<file path="config.mk">
export PLATFORM = sky130hd
export DESIGN_NAME = demodulator_pam_flat
export DESIGN_NICKNAME = d
export VERILOG_FILES = /design/src/rtl/demodulator_pam_if.sv /design/src/rtl/demodulator_pam.sv /design/src/flat_wrapper.sv
export SDC_FILE = /design/constraint.sdc
export NUM_CORES = 1
export LEC_CHECK = 0
export ABC_AREA = 1
export CELL_PAD_IN_SITES_DETAIL_PLACEMENT = 2
export CELL_PAD_IN_SITES_GLOBAL_PLACEMENT = 2
export CORE_MARGIN = 1.5
export CORE_UTILIZATION = 29
export DETAILED_ROUTE_END_ITERATION = 10
export PLACE_DENSITY_LB_ADDON = 0.12
export SYNTH_ARGS = -nofsm -noshare
export SYNTH_HDL_FRONTEND = slang
export SYNTH_SLANG_ARGS = --single-unit
</file>
<file path="constraint.sdc">
create_clock -name clk -period 3.4 [get_ports clk]
set_input_delay 0.68 -clock clk [delete_from_list [all_inputs] [get_ports clk]]
set_output_delay 0.68 -clock clk [all_outputs]
set_load 0.005 [all_outputs]
</file>
<file path="src/rtl/demodulator_pam_if.sv">
// Link + FIFO-side signal bundle for demodulator_pam: serial link lines in,
// write strobe / received word / status out.
interface demodulator_pam_if #(
    parameter int WIDTH = 8
);
    logic             sdata;
    logic             nsync;
    logic             bclk;
    logic             full;
    logic             write;
    logic [WIDTH-1:0] sample;
    logic             overrun;
    logic             frame_err;

    modport master (
        output sdata, nsync, bclk, full,
        input  write, sample, overrun, frame_err
    );

    modport slave (
        input  sdata, nsync, bclk, full,
        output write, sample, overrun, frame_err
    );
endinterface

</file>
<file path="src/rtl/demodulator_pam.sv">
// PAM serial receiver: oversamples sdata/nsync/bclk, frames WIDTH-bit words MSB first
// and writes them to a FIFO. Define DEMOD_INPUT_SYNC_EN for 2-flop input synchronizers.
module demodulator_pam #(
    parameter int WIDTH   = 8,
    parameter int TIMEOUT = 1200
) (
    input  logic               clk,
    input  logic               rst,
    input  logic               enable,
    demodulator_pam_if.slave   bus
);
    localparam int CW = $clog2(WIDTH + 1);
    localparam int TW = $clog2(TIMEOUT + 1);

    typedef enum logic [1:0] {IDLE, SHIFT, STORE} state_t;

    logic bclk_q, nsync_q, sdata_q, bclk_d, bclk_rise;

`ifdef DEMOD_INPUT_SYNC_EN
    logic [1:0] bclk_s, nsync_s, sdata_s;
    always_ff @(posedge clk or negedge rst) begin
        if (!rst) begin
            bclk_s  <= 2'b00;
            nsync_s <= 2'b11;
            sdata_s <= 2'b00;
        end else begin
            bclk_s  <= {bclk_s[0], bus.bclk};
            nsync_s <= {nsync_s[0], bus.nsync};
            sdata_s <= {sdata_s[0], bus.sdata};
        end
    end
    assign bclk_q  = bclk_s[1];
    assign nsync_q = nsync_s[1];
    assign sdata_q = sdata_s[1];
`else
    logic bclk_s, nsync_s, sdata_s;
    always_ff @(posedge clk or negedge rst) begin
        if (!rst) begin
            bclk_s  <= 1'b0;
            nsync_s <= 1'b1;
            sdata_s <= 1'b0;
        end else begin
            bclk_s  <= bus.bclk;
            nsync_s <= bus.nsync;
            sdata_s <= bus.sdata;
        end
    end
    assign bclk_q  = bclk_s;
    assign nsync_q = nsync_s;
    assign sdata_q = sdata_s;
`endif

    always_ff @(posedge clk or negedge rst) begin
        if (!rst) bclk_d <= 1'b0;
        else      bclk_d <= bclk_q;
    end
    assign bclk_rise = bclk_q & ~bclk_d;

    state_t           state, state_nxt;
    logic [CW-1:0]    bcnt;
    logic [TW-1:0]    tcnt;
    logic [WIDTH-1:0] shreg;
    logic             word_done, timed_out, load, shift;
    logic             wr_nxt, err_nxt, ovr_set;
    logic             write_q, overrun_q, frame_err_q;
    logic [WIDTH-1:0] sample_q;

    assign word_done = (bcnt == CW'(WIDTH));
    assign timed_out = (tcnt == TW'(TIMEOUT));

    always_ff @(posedge clk or negedge rst) begin
        if (!rst) state <= IDLE;
        else      state <= state_nxt;
    end

    always_comb begin
        state_nxt = state;
        case (state)
            IDLE:  if (enable && bclk_rise && !nsync_q) state_nxt = SHIFT;
            SHIFT: begin
                if (!enable)        state_nxt = IDLE;
                else if (word_done) state_nxt = STORE;
                else if (timed_out) state_nxt = IDLE;
            end
            STORE: state_nxt = IDLE;
            default: state_nxt = IDLE;
        endcase
    end

    // A mid-word nsync=0 rise restarts the word (resync) rather than shifting.
    always_comb begin
        load    = 1'b0;
        shift   = 1'b0;
        wr_nxt  = 1'b0;
        err_nxt = 1'b0;
        ovr_set = 1'b0;
        case (state)
            IDLE:  load = enable && bclk_rise && !nsync_q;
            SHIFT: if (enable && !word_done) begin
                if (timed_out) begin
                    err_nxt = 1'b1;
                end else if (bclk_rise) begin
                    load    = !nsync_q;
                    shift   = nsync_q;
                    err_nxt = !nsync_q;
                end
            end
            STORE: if (enable) begin
                wr_nxt  = !bus.full;
                ovr_set = bus.full;
            end
            default: ;
        endcase
    end

    always_ff @(posedge clk or negedge rst) begin
        if (!rst) begin
            shreg <= '0;
            bcnt  <= '0;
            tcnt  <= '0;
        end else if (load) begin
            shreg <= WIDTH'(sdata_q);
            bcnt  <= CW'(1);
            tcnt  <= '0;
        end else if (shift) begin
            shreg <= {shreg[WIDTH-2:0], sdata_q};
            bcnt  <= bcnt + CW'(1);
            tcnt  <= '0;
        end else if (state == SHIFT && state_nxt == SHIFT) begin
            if (!timed_out) tcnt <= tcnt + TW'(1);
        end else begin
            bcnt <= '0;
            tcnt <= '0;
        end
    end

    always_ff @(posedge clk or negedge rst) begin
        if (!rst) begin
            write_q     <= 1'b0;
            sample_q    <= '0;
            overrun_q   <= 1'b0;
            frame_err_q <= 1'b0;
        end else begin
            write_q     <= wr_nxt;
            frame_err_q <= err_nxt;
            if (wr_nxt)  sample_q  <= shreg;
            if (ovr_set) overrun_q <= 1'b1;
        end
    end

    assign bus.write     = write_q;
    assign bus.sample    = sample_q;
    assign bus.overrun   = overrun_q;
    assign bus.frame_err = frame_err_q;
endmodule

</file>
<file path="src/flat_wrapper.sv">
// flat-port wrapper written by rule: the top's interface ports become plain ports
module demodulator_pam_flat 
#(
    parameter int WIDTH   = 8,
    parameter int TIMEOUT = 1200
)
  (clk, rst, enable, bus_sdata, bus_nsync, bus_bclk, bus_full, bus_write, bus_sample, bus_overrun, bus_frame_err);
  demodulator_pam_if #(.WIDTH(WIDTH)) bus_i ();
  input  logic clk;
  input  logic rst;
  input  logic enable;
  input wire logic [$bits(bus_i.sdata)-1:0] bus_sdata;
  input wire logic [$bits(bus_i.nsync)-1:0] bus_nsync;
  input wire logic [$bits(bus_i.bclk)-1:0] bus_bclk;
  input wire logic [$bits(bus_i.full)-1:0] bus_full;
  output wire logic [$bits(bus_i.write)-1:0] bus_write;
  output wire logic [$bits(bus_i.sample)-1:0] bus_sample;
  output wire logic [$bits(bus_i.overrun)-1:0] bus_overrun;
  output wire logic [$bits(bus_i.frame_err)-1:0] bus_frame_err;
  assign bus_i.sdata = bus_sdata;
  assign bus_i.nsync = bus_nsync;
  assign bus_i.bclk = bus_bclk;
  assign bus_i.full = bus_full;
  assign bus_write = bus_i.write;
  assign bus_sample = bus_i.sample;
  assign bus_overrun = bus_i.overrun;
  assign bus_frame_err = bus_i.frame_err;
  demodulator_pam #(.WIDTH(WIDTH), .TIMEOUT(TIMEOUT)) u_core (.clk(clk), .rst(rst), .enable(enable), .bus(bus_i));
endmodule
</file>
## Yosys cells after proc, flatten, opt, wreduce, memory -nomap -nowiden

Index checks and enable logic that the tools add are counted.

| cells by class | value |
|---|---|
| bitwise gates (word level) | 2 |
| eq/ne operators | 7 |
| mux-type cells | 29 |
| reduce and logical (&&, ||, !) cells | 9 |
| add/subtract/negate cells | 2 |

Operators with widths:

| kind | count |
|---|---|
| 11-bit two-way mux | 4 |
| 8-bit two-way mux | 2 |
| 1-bit two-way mux | 14 |
| 4-bit two-way mux | 3 |
| 11-bit by 1-bit adder with 11-bit output, second input constant | 1 |
| 11-bit == test, second input constant | 1 |
| 2-bit two-way mux | 4 |
| 4-bit by 1-bit adder with 4-bit output, second input constant | 1 |
| 2-bit by 1-bit == test with 1-bit output, second input constant | 2 |
| 4-bit == test, second input constant | 1 |
| 1-bit logical AND | 4 |
| 4-bit != test, second input constant | 1 |
| 2-bit case mux with 2 select lines | 1 |
| 1-bit zero test | 3 |
| 3-bit by 1-bit != test with 1-bit output, second input constant | 1 |
| 2-bit == test, second input constant | 1 |
| 2-bit zero test | 1 |
| 1-bit case mux with 2 select lines | 1 |
| 2-bit nonzero test | 1 |
| 1-bit AND | 1 |
| 1-bit NOT | 1 |

| storage, ports and cells | value |
|---|---|
| bits of input ports | 7 |
| output and inout port bits | 11 |
| word-level logic and storage cells | 61 |
| register bits after elaboration | 40 |

## Depth between registers and ports, before layout

| depth | value |
|---|---|
| depth after elaboration | 11 |
| gate-level depth with buffers | 11 |
| depth with buffers taken out | 11 |

## Worst setup path before layout

No wires, ideal clock.

| timing | value |
|---|---|
| path kind | input to register |
| start | input port enable |
| end | register u_core.tcnt[10] |
| stages | 6 |
| path slack | 1.879 ns |
| setup time | 0.125 ns |
| required time | 3.275 ns |
| buffers on the path | 1 |
| data arrival time | 1.397 ns |
| cells stage by stage | nand3_2 -> nor2_4 -> nand2_2 -> a21oi_1 -> buf_6 -> nor3_1 |

| on the way | value |
|---|---|
| longest elaborated chain between the ends | 9 |
| elaborated cells on any way between the ends | 16 |
| classes of those cells | eq/ne: 2; mux: 10; reduce/logical: 4 |

RTL lines:

| element | line | text |
|---|---|---|
| start: declaration | flat_wrapper.sv:11 | `input logic enable;` |
| 1-bit logical AND (2 in series) | demodulator_pam.sv:79, demodulator_pam.sv:98 |  |
| 2-bit two-way mux | demodulator_pam.sv:79 | `IDLE: if (enable && bclk_rise && !nsync_q) state_nxt = SHIFT;` |
| 2-bit case mux with 2 select lines | demodulator_pam.sv:78 | `case (state)` |
| 2-bit by 1-bit == test with 1-bit output | demodulator_pam.sv:129 | `end else if (state == SHIFT && state_nxt == SHIFT) begin` |
| 1-bit logical AND | demodulator_pam.sv:129 |  |
| 11-bit two-way mux | demodulator_pam.sv:129 |  |
| 11-bit two-way mux | demodulator_pam.sv:125 | `end else if (shift) begin` |
| 11-bit two-way mux | demodulator_pam.sv:121 | `end else if (load) begin` |
| end signal: assignment | demodulator_pam.sv:130 | `if (!timed_out) tcnt <= tcnt + TW'(1);` |
| end: declaration | demodulator_pam.sv:61 | `logic [TW-1:0] tcnt;` |

Parallel ways exist; a longest one is shown, timed or not.
A chain may end at the register's enable or synchronous reset.

## Worst setup path in the final report

| timing | value |
|---|---|
| start | input port enable |
| end | register u_core.tcnt[6] |

The elaborated chain is that of the path after synthesis.

==> reports/summary.json <==
{
  "synthCells": 212,
  "pwr_density_cell_nw_per_um2": 400,
  "h_tree_levels": 2,
  "final_antenna_net_count": 0,
  "length_of_the_first_detailed_routing_pass_in_iterations": 4,
  "synth_nets": 223,
  "cts_setup_buffers": 0,
  "power_switching_share_pct": 23.6,
  "n_antenna_cell": 0,
  "post_synth_instance_area_um2": 1910,
  "cp_slowest_cell": "sky130_fd_sc_hd__a21oi_1",
  "ir_drop_v": 0.000186,
  "finalPower_uw": 886,
  "critPathArrivalTime_ns": 2.39,
  "buffer_ports.inserted": 17,
  "floorplan.io_pins": 18,
  "clockRootBuffer": "sky130_fd_sc_hd__clkbuf_8",
  "cts_repair_resize_count": 0,
  "critical-path-max-stage-delay_ns": 0.73,
  "vias": 1430,
  "ys_top_cells_by_area": "sky130_fd_sc_hd__dfrtp_1 51%, sky130_fd_sc_hd__nand2_1 11%, sky130_fd_sc_hd__inv_1 6.7%",
  "die_w_um": 84.1,
  "synth.top_cell.area_share_pct": 51.2,
  "synth.avg_cell_area_um2": 8.99,
  "wire_per_inst_um": 13.9,
  "grt.busiest_layer": "met2",
  "core_area_um2": 6350,
  "grt_usage_pct": 14.0,
  "dieArea_um2": 7070,
  "worst_clock_skew_ns": 0.00752,
  "p_int_uw": 676,
  "drt_drc_violations_left": 0,
  "synth.lib_cells_used.distinct": 27,
  "start_util_pct": 30.0,
  "synth_area_in_adders_pct": 2.62,
  "synth_xor_area_share_pct": 3.22,
  "die_ht_um": 84.1,
  "period_minus_slack_ns": 2.26,
  "antenna_found_initial": 0,
  "grt_util_met3_pct": 3.66,
  "area_growth_syn_to_layout_pct": 16.1,
  "run_status": "complete, no violations",
  "first_pass_grt_wire_length_um": 7810,
  "cts_hold_repair_buffers": 0,
  "tritoncts": "done",
  "synthesized_area_fraction_occupied_by_ao_oa_aoi_and_oai_cells_pct": 7.09,
  "timing.final.max_slew_violations": 0,
  "share_clk_of_total_power_pct": 37.9,
  "use_met2_pct": 24.1,
  "max-slew-margin-rel_pct": 40.6,
  "detail_route.vias_per_cell": 4.63,
  "setup.worst_path.end_class": "flip-flop",
  "required_time_of_the_worst_setup_path_ns": 3.53,
  "cts.path.max_buffers": 2,
  "grt_setup_unrepaired": "no",
  "synth_seq_area_share_pct": 52.6,
  "seq_power_share_pct": 56.0,
  "combinationalPowerShare_pct": 6.1,
  "timing.critical_path.mode_cell": "sky130_fd_sc_hd__nor3_1",
  "cp_cell_sequence": "clkdlybuf4s50_1 -> inv_1 -> nor3_1 -> nand2_1 -> a21oi_1 -> nor3_1",
  "timing.max_cap.violations": 0,
  "post-dp-hpwl_um": 3260,
  "yosys.area_share.simple_pct": 25.2,
  "setup.worst_path.start_class": "input pin",
  "insertion_delay_ns": 0.29,
  "drt-total-wl_um": 4300,
  "holdPathStages": 0,
  "leakagePower_nw": 1.06,
  "final_setup_violation_count": 0,
  "grt_start_max_net_pins": 41,
  "p_sw_uw": 209,
  "num-nets-final": 242,
  "timing_worst_setup_path_type": "input pin to flip-flop",
  "achievable-frequency_ghz": 0.443,
  "gpl.final_weighted_congestion": 0.771,
  "yosysWarnings": 0,
  "reg2reg_depth": 8,
  "synth_top_family_by_area": "simple AND/OR/NAND/NOR gates",
  "synth.mux.area_fraction_pct": 0,
  "gr-total-overflow": 0,
  "drive_gt1_share_pct": 11.6,
  "layout.cells.most_common": "sky130_fd_sc_hd__nand2_1",
  "clk_pin_slew_worst_paths_ns": 0.08,
  "clkSinkCount": 40,
  "min_period_over_period_pct": 66.4,
  "grt_util_met1_pct": 17.0,
  "timing.setup.tns_ns": 0,
  "synth_seq_cells": 40,
  "critical_path.max_fanout": 11,
  "final_cell_mix": "54 x sky130_fd_sc_hd__nand2_1, 39 x sky130_fd_sc_hd__dfrtp_1, 34 x sky130_fd_sc_hd__inv_1",
  "timing.hold.worst.class": "flip-flop to flip-flop",
  "drtIter0Drc": 56,
  "first_global_vias": 1660,
  "tritoncts.num_buffers": 5,
  "synthDominantAreaCellType": "sky130_fd_sc_hd__dfrtp_1",
  "timing_hold_violations_final": 0,
  "worstMarginPinSlew_ns": 0.891,
  "count_of_standard_cell_rows": 29
}
power by group through the flow:
stage	logic [mW]	registers, mW	clock network [mW]
CTS	0.0568	0.496	0.353
finish	0.0543	0.496	0.335
floorplan	0.0249	0.504	0
global placement	0.0540	0.505	0
detailed placement	0.0563	0.506	0
global route	0.0628	0.498	0.376
sequential cells by signal, summed over array words and instances, names as in the netlist, 2 cells and up:
name and cells:
u_core.tcnt 11, u_core.bus.sample 8, u_core.shreg 8, u_core.bcnt 4, u_core.state 2
metrics by stage:
stage | setup WS, ns | utilization, % | cells | instance area (um^2) | hold WS, ns
6_report | 1.14 | 34.9 | 309 | 2210 | 0.415
3_3_place_gp | 0.876 | 33.4 | 301 | 2120 | 0.388
5_1_grt | 0.937 | 34.9 | 309 | 2210 | 0.439
4_1_cts | 1.11 | 34.9 | 309 | 2210 | 0.417
3_5_place_dp | 0.815 | 33.4 | 301 | 2120 | 0.397
2_1_floorplan | 1.88 | - | 212 | 1910 | 0.375
logic make-up after synthesis:
family	count (synthesis)
adders and majority gates	4
buffers and inverters	39
and+or+nand+nor	102
xor gates and xnor gates	7
AOI/OAI and AO/OA	20
DFF	40
worst paths after layout:
path / from / to / slack, ns
setup reg to reg: u_core.bcnt[0]$_DFFE_PN0P_ / u_core.tcnt[6]$_DFFE_PN0P_ / 1.38
max in group asynchronous: rst / u_core.tcnt[5]$_DFFE_PN0P_ / 2.34
min in group asynchronous: rst / u_core.tcnt[10]$_DFFE_PN0P_ / 0.51
hold / removal: u_core.bclk_q$_DFF_PN0_ / u_core.bclk_d$_DFF_PN0_ / 0.42
hold reg to reg: u_core.bclk_q$_DFF_PN0_ / u_core.bclk_d$_DFF_PN0_ / 0.42
setup / recovery: enable / u_core.tcnt[6]$_DFFE_PN0P_ / 1.14
worst max-delay path, delay by kind of cell:
kind | cells | cell delay, ns
compound gates | 1 | 0.73
simple gates | 3 | 0.37
buf+inv | 2 | 0.61
Yosys cell counts, drive strengths merged:
cell    count
or2         1
nand3      15
dfrtp      39
nor3       12
o211ai      1
a31o        1
a21boi      1
dfstp       1
nor2       12
ha          4
xor2        4
inv        34
o21ai      15
xnor2       3
nand2      57
nand4       4
nor4        1
a21oi       2
buf         5
metal layers:
metal / wire length (um) / part of all wire (%)
met5: 0 / 0
met4: 53 / 1.2
met3: 140 / 3.3
met2: 2190 / 51
met1: 1910 / 45
layout make-up:
type / count / area (um^2)
Fill cell: 709 / 4140
Sequential cell: 40 / 1000
Multi-Input combinational cell: 133 / 727
Timing Repair Buffer: 17 / 165
Inverter: 34 / 128
Tap cell: 77 / 96.3
Clock buffer: 6 / 82.6
Clock inverter: 2 / 13.8
Power figures use the tool's default switching activity.
